### config.mk
export PLATFORM = sky130hd
export DESIGN_NAME = tdm_demux16
export DESIGN_NICKNAME = d
export VERILOG_FILES = /design/src/rtl/tdm_demux16.sv
export SDC_FILE = /design/constraint.sdc
export NUM_CORES = 1
export LEC_CHECK = 0
export BUFFER_PORTS_ARGS = -buffer_cell sky130_fd_sc_hd__buf_4
export CAP_MARGIN = 0
export CORE_MARGIN = 5
export CORE_UTILIZATION = 45
export CTS_CLUSTER_DIAMETER = 30
export DETAILED_ROUTE_END_ITERATION = 12
export GPL_ROUTABILITY_DRIVEN = 0
export PLACE_DENSITY = 0.69
export SLEW_MARGIN = 20
export SYNTH_ARGS = -nofsm -noshare
export SYNTH_HDL_FRONTEND = slang
export SYNTH_SLANG_ARGS = --single-unit
### constraint.sdc
create_clock -name clk -period 1.4 [get_ports clk]
set_input_delay 0.28 -clock clk [delete_from_list [all_inputs] [get_ports clk]]
set_output_delay 0.28 -clock clk [all_outputs]
set_load 0.05 [all_outputs]
### src/rtl/tdm_demux16.sv
// ---------------------------------------------------------------------------
// tdm_demux16
//   Receive end of a 16-slot serial TDM lane. Each accepted bit is written into
//   bit position `slot` of a shadow word. When slot 15 arrives, the complete
//   word is published on `dout` together with a one-cycle `dout_valid` pulse.
//   An early `frame_start` aborts the partial frame, pulses `frame_err` and
//   immediately restarts reception at slot 0.
//
// Ports
//   clk          rising-edge clock
//   rst_n        asynchronous, active-low reset
//   din          serial data bit
//   din_valid    qualifies din / frame_start; cycles with 0 change nothing
//   frame_start  marks the current accepted bit as slot 0
//   dout[15:0]   last completed frame, dout[k] = slot k
//   dout_valid   one-cycle pulse when dout is updated
//   slot[3:0]    slot index that the next accepted bit in RECV is written to
//   busy         1 while receiving a frame (RECV)
//   frame_err    one-cycle pulse when a frame is aborted by an early frame_start
// ---------------------------------------------------------------------------
module tdm_demux16 (
   input  logic        clk,
   input  logic        rst_n,
   input  logic        din,
   input  logic        din_valid,
   input  logic        frame_start,
   output logic [15:0] dout,
   output logic        dout_valid,
   output logic [3:0]  slot,
   output logic        busy,
   output logic        frame_err
);

   localparam logic [0:0] IDLE = 1'b0;
   localparam logic [0:0] RECV = 1'b1;

   logic [0:0]  r_state;
   logic [15:0] r_shadow;
   logic [3:0]  r_slot;
   logic [15:0] r_dout;
   logic        r_dout_valid;
   logic        r_frame_err;

   logic        w_last;

   // Slot 15 in RECV closes the frame on this accepted bit.
   assign w_last = (r_state == RECV) && (r_slot == 4'd15);

   always_ff @(posedge clk or negedge rst_n) begin
      if (!rst_n) begin
         r_state      <= IDLE;
         r_shadow     <= '0;
         r_slot       <= '0;
         r_dout       <= '0;
         r_dout_valid <= 1'b0;
         r_frame_err  <= 1'b0;
      end else begin
         r_dout_valid <= 1'b0;
         r_frame_err  <= 1'b0;
         if (din_valid) begin
            if (frame_start) begin
               // A frame_start while already receiving discards the partial
               // word; either way this bit becomes slot 0 of a new frame.
               if (r_state == RECV) r_frame_err <= 1'b1;
               r_shadow[0] <= din;
               r_slot      <= 4'd1;
               r_state     <= RECV;
            end else if (r_state == RECV) begin
               r_shadow[r_slot] <= din;
               r_slot           <= r_slot + 4'd1;   // wraps 15 -> 0
               if (w_last) begin
                  // Bit 15 bypasses the shadow so the word is published on
                  // this same edge, leaving IDLE ready for a back-to-back frame.
                  r_dout       <= {din, r_shadow[14:0]};
                  r_dout_valid <= 1'b1;
                  r_state      <= IDLE;
               end
            end
         end
      end
   end

   assign dout       = r_dout;
   assign dout_valid = r_dout_valid;
   assign slot       = r_slot;
   assign busy       = (r_state == RECV);
   assign frame_err  = r_frame_err;

endmodule
Word-level counts from Yosys, hierarchy flattened
Index checks and enable logic that the tools add are counted.
{"block": "totals", "romBits": 0, "mem_bits_rw": 0, "n_memories": 0, "out_inout_bits": 23, "latchBits": 0, "elab_cells": 35, "inputBits": 5, "reg_bits": 39}
{"block": "classes", "magnitude_cmp": 2, "n_bitwise": 1, "add_sub_neg": 1, "div": 0, "n_reduce_logical": 6, "mux": 17, "mul": 0, "shift": 0, "eq_ne": 1}
{"cell": "$bwmux W16", "n": 1}
{"cell": "$mux W1", "n": 13}
{"cell": "$mux W4", "n": 2}
{"cell": "$lt A4 B5 Y1 const B", "n": 1}
{"cell": "$add A4 B1 Y4 const B", "n": 1}
{"cell": "$demux W1 S4", "n": 1}
{"cell": "$eq A4 B4 Y1 const B", "n": 1}
{"cell": "$ge A4 B1 Y1 const B", "n": 1}
{"cell": "$reduce_and A4 Y1", "n": 1}
{"cell": "$reduce_and A3 Y1", "n": 1}
{"cell": "$logic_and A1 B1 Y1", "n": 2}
{"cell": "$reduce_and A2 Y1", "n": 1}
{"cell": "$reduce_bool A2 Y1", "n": 1}
{"cell": "$not A1 Y1", "n": 1}

Longest topological paths before layout
{"block": "depth", "word_depth": 7, "ltp_mapped": 5, "ltp_nobuf": 5}

Least setup slack after synthesis
Ideal clock, no wire load.
{"block": "synth_path", "path_type": "flip-flop to flip-flop", "startpoint": "reg r_slot[0] (netlist: slot[0])", "endpoint": "reg r_dout[10] (netlist: dout[10])", "required_ns": 1.273, "setup_slack_ns": -0.564, "arrival_ns": 1.837, "path_stages_with_launch": 6, "path_buffers": 1, "setup_time_ns": 0.127, "synth_period_minus_slack_ns": 1.964, "path_cell_list": "dfrtp_1 > ha_1 > nand4b_4 > nor2_8 > buf_6 > mux2_1"}
{"block": "synth_via", "elab_chain_cells": 3}
{"item": "start, declared", "line_no": "39", "rtl": "logic [3:0] r_slot;"}
{"item": "start signal, assigned", "line_no": "70", "rtl": "r_slot <= r_slot + 4'd1;"}
{"item": "$eq A4 B4 Y1", "line_no": "47", "rtl": "assign w_last = (r_state == RECV) && (r_slot == 4'd15);"}
{"item": "$logic_and A1 B1 Y1", "line_no": "47"}
{"item": "$reduce_and A4 Y1 (no line)"}
{"item": "end signal, assigned", "line_no": "74", "rtl": "r_dout <= {din, r_shadow[14:0]};"}
{"item": "end, declared", "line_no": "40", "rtl": "logic [15:0] r_dout;"}
No other way between the ends.
A chain may end at the register's enable or synchronous reset.

Final worst setup path
{"block": "layout_path", "startpoint": "reg r_slot[1] (netlist: slot[1])", "endpoint": "reg r_shadow[4]"}
{"block": "layout_via", "elab_chain_cells": 5, "elab_cells_between_ends": 6, "cone_classes": "2 x order compare; 3 x mux; 1 x reduce/logical"}
{"item": "$lt A4 B5 Y1 (not written as such) / $ge A4 B1 Y1 (equally long branches)", "line_no": "69", "rtl": "r_shadow[r_slot] <= din;"}
{"item": "$logic_and A1 B1 Y1 (not written as such)", "line_no": "69"}
{"item": "$mux W1 (not written as such)", "line_no": "69"}
{"item": "$demux W1 S4 *", "line_no": "69"}
{"item": "$bwmux W16 *", "line_no": "69"}
{"item": "end signal, assigned by index", "line_no": "69"}
{"item": "end, declared", "line_no": "38", "rtl": "logic [15:0] r_shadow;"}
Mark *: on every way between the ends. The rest lies on a longest branch, timed or not.

==> PnR_summary.wiki <==
{| class="wikitable"
! Metric !! Value
|-
| Result of the run || finished, violations left
|-
| Violated checks || setup timing
|-
| Maximum buffer depth of the clock tree || 2
|-
| Die Y-Extent || 71.1 µm
|-
| Slowest cell on the critical path || sky130_fd_sc_hd__dfrtp_2
|-
| Relative slew slack || 68.8%
|-
| Routed Wire Length || 3970 µm
|-
| Most used standard cell by instance count after synthesis || sky130_fd_sc_hd__dfrtp_1
|-
| Fin Clk Skew || 0.00170 ns
|-
| Number of rows created at floorplan || 22
|-
| I/O pin count || 28
|-
| Start-to-end type of the worst setup path || flop to flop
|-
| CTS sink cnt || 38
|-
| Cell types with the largest area share after synthesis || sky130_fd_sc_hd__dfrtp_1 (57%), sky130_fd_sc_hd__mux2_2 (15%), sky130_fd_sc_hd__mux2_1 (6.0%)
|-
| Design Area, Final || 2550 µm²
|-
| Async S/R FF share, synth || 100%
|-
| R2R setup slack || -0.23 ns
|-
| Yosys top cell by area || sky130_fd_sc_hd__dfrtp_1
|-
| X dimension of the die || 71.1 µm
|-
| Yosys top cell area share || 56.7%
|-
| Number of flops mapped to enable cells by yosys || 0
|-
| Core area || 3630 µm²
|-
| Hold-critical path depth || 3
|-
| Worst R2R Start || slot[1]
|-
| Layout-stage area growth over the synthesis result || 52.2%
|-
| MaxCap Viol Count || 0
|-
| Hold_ws || 0.326 ns
|-
| Worst endpoint required time || 1.57 ns
|-
| Register bit count reported by yosys || 38
|-
| Endpoint of the worst hold-timing path || slot[1]
|-
| Initial Utilization || 46.2%
|-
| Largest stage delay on the critical path || 0.44 ns
|-
| Leakage dissipation || 0.00120 µW
|-
| Portion of the clock cycle consumed by the worst path in the final layout || 116%
|-
| Number of antenna violations at the first check in global routing || 0
|-
| GRT Total Usage || 15.7%
|-
| Overall power after layout || 3680 µW
|-
| Fraction of layout cells with a size suffix above 1 || 65.0%
|-
| Final core utilization || 70.3%
|-
| Hold WC Path Type || input pin to flop
|-
| First DRT Iteration DRCs || 36
|-
| Count of distinct cell types in the synthesized netlist || 28
|-
| Floorplan die area || 5050 µm²
|-
| Sequential area share after synthesis || 56.7%
|-
| Finish-stage setup viols || 32
|-
| Via count || 1195
|-
| Yosys warns || 0
|-
| Startpoint of the worst hold path || frame_start
|-
| Fin crit period || 1.63 ns
|-
| Commonest cells in the synthesized netlist || sky130_fd_sc_hd__dfrtp_1 (38), sky130_fd_sc_hd__mux2_2 (22), sky130_fd_sc_hd__nor2_1 (11), sky130_fd_sc_hd__mux2_1 (9), sky130_fd_sc_hd__buf_2 (5)
|-
| Wirelength per Cell || 17.4 µm
|-
| Count of final hold-check violations || 0
|-
| Slack of the critical path || -0.227 ns
|-
| Number of slew-limit violations in the final report || 0
|-
| Count of nets left with antenna violations after detail routing || 0
|-
| Global-route wire length before repair || 6120 µm
|-
| Global route total overflow || 0
|-
| Clk_lat worst skew || 0.28 ns
|-
| Highest clock frequency the design can meet || 615 MHz
|-
| Cell Chain, Critical Path || inv_2 -> buf_4 -> ha_4 -> nand4b_1 -> nor2_1 -> mux2_4
|-
| CTS Buf Count || 5
|-
| Critical-path maximum fanout || 3
|-
| Post-synthesis cell area || 1680 µm²
|-
| Filler cells || 252
|-
| Count of antenna diodes in the layout || 0
|-
| Root buffer cell || sky130_fd_sc_hd__clkbuf_8
|-
| DRT Pass-1 Iters || 4
|-
| Clock edge transition at the registers on the reported setup and hold paths || 0.07 ns
|-
| Synthesized area per cell || 13.4 µm²
|-
| # nets final || 188
|-
| Maximum number of pins on one net before global-route repair || 39
|-
| Critical Path Source Type || flop
|-
| Reg-to-reg critical path endpoint || r_shadow[4]
|-
| Slew of the pin with the lowest slew margin || 0.468 ns
|-
| Setup repair after global routing missed its margin || yes
|-
| Critical path endpoint category || flop
|-
| Vias per std cell || 5.24
|-
| VDD IR-drop max || 0.752 mV
|-
| Number of global-route vias before repair || 1286
|-
| Number of buffer cells added on primary ports || 27
|-
| Number of cells on the worst reg-to-reg path || 6
|-
| Placement Cell Area || 2080 µm²
|-
| Final HPWL DP || 2350 µm
|-
| Number of instances in the synthesized netlist || 125
|-
| Number of nets in the synthesized netlist || 134
|-
| Total number of H-tree levels || 2
|-
| Prevailing post-synth register cell || sky130_fd_sc_hd__dfrtp_1
|-
| Power density over cell area || 1440 nW/µm²
|-
| DRC || 0
|-
| Clock tree from TritonCTS || built
|-
| Arr. time, crit path || 1.80 ns
|}
[per-stage QoR]
| stage | setup WS (ns) | TNS (ns) | cells |
|---|---|---|---|
| after floorplan | -0.251 | -5.12 | 125 |
| after CTS | -0.172 | -3.50 | 224 |
| after detailed placement | -0.199 | -3.12 | 209 |
| after global placement | -0.173 | -2.21 | 209 |
| final | -0.227 | -4.96 | 228 |
| after global routing | -0.284 | -7.05 | 228 |
[state kept, by name (all words and copies together) (netlist names)]
| signal | cells |
|---|---|
| dout_valid | 1 |
| dout | 16 |
| busy | 1 |
| r_shadow | 15 |
| slot | 4 |
| frame_err | 1 |
[report_power, final]
group	total, µW	switching (µW)	internal, µW
registers	1520	185	1340
logic	1420	734	681
clock network	748	351	397
total	3680	1270	2410
[layout make-up]
cell class	instances	area [µm²]	share of cell area (%)
Inverter	4	17.5	0.686
Multi-Input combinational cell	76	922	36.1
Sequential cell	38	960	37.6
Tap cell	48	60.1	2.35
Timing Repair Buffer	54	503	19.7
Clock buffer	7	86.3	3.38
Clock inverter	1	5.00	0.196
[critical path, delay by kind of cell (launching register included)]
kind / cells / cell delay [ns]
AND/OR/NAND/NOR: 2 / 0.40
adder cells (fa/ha/maj): 1 / 0.12
multiplexers: 1 / 0.32
buffers and inverters: 2 / 0.23
flip-flops: 1 / 0.44
[routing by layer]
layer	wire length [µm]	track usage [%]	up-vias
met3	159	4.55	10
li1	-	-	550
met1	1610	17.3	611
met5	0	0	-
met4	99	7.52	0
met2	2110	27.7	24
[layout by cell type (no fill, tap or decap), drive strengths merged]
cell type / count
nor2: 12
o21a: 2
nor3: 3
mux2: 31
o21ai: 1
a22o: 1
and3: 1
nand4b: 4
nor4bb: 1
and4b: 1
o22ai: 3
nand2b: 2
ha: 4
clkbuf: 8
buf: 52
dfrtp: 38
nor2b: 1
inv: 4
nand3: 2
nand4: 2
nand2: 2
clkinv: 1
mux2i: 1
o22a: 1
a21oi: 1
dlygate4sd3: 1
[logic make-up (layout without fill, tap and decap cells)]
| group | count (synthesis) | count (layout) | synth area share (%) |
|---|---|---|---|
| AND/OR/NAND/NOR | 31 | 31 | 12.0 |
| AO/OA/AOI/OAI | 9 | 9 | 3.65 |
| multiplexers | 32 | 32 | 21.4 |
| flip-flops | 38 | 38 | 56.7 |
| buffers and inverters | 11 | 66 | 3.28 |
| adder cells (fa/ha/maj) | 4 | 4 | 2.98 |
[what timing repair did]
item | 4_1_cts | 5_1_grt
endpoints found under the hold margin | 38 | 0
resized for setup | 55 | 18
hold buffers | 1 | 0
pin swaps | 11 | 7
buffers inserted | 6 | 4
setup endpoints to repair | 33 | 35
cloned | 0 | 1
[worst max-delay path by stage]
stage	depth (start not counted)	end	slack, ns	startpoint
after global routing	6	r_shadow[4]	-0.28	slot[1]
after detailed placement	5	r_shadow[0]	-0.20	slot[0]
after CTS	6	r_shadow[6]	-0.17	slot[0]
after global placement	5	r_shadow[2]	-0.17	slot[0]
after floorplan	5	dout[10]	-0.25	slot[1]
final	6	r_shadow[4]	-0.23	slot[1]
No activity file was read; power rests on OpenSTA's default activity.
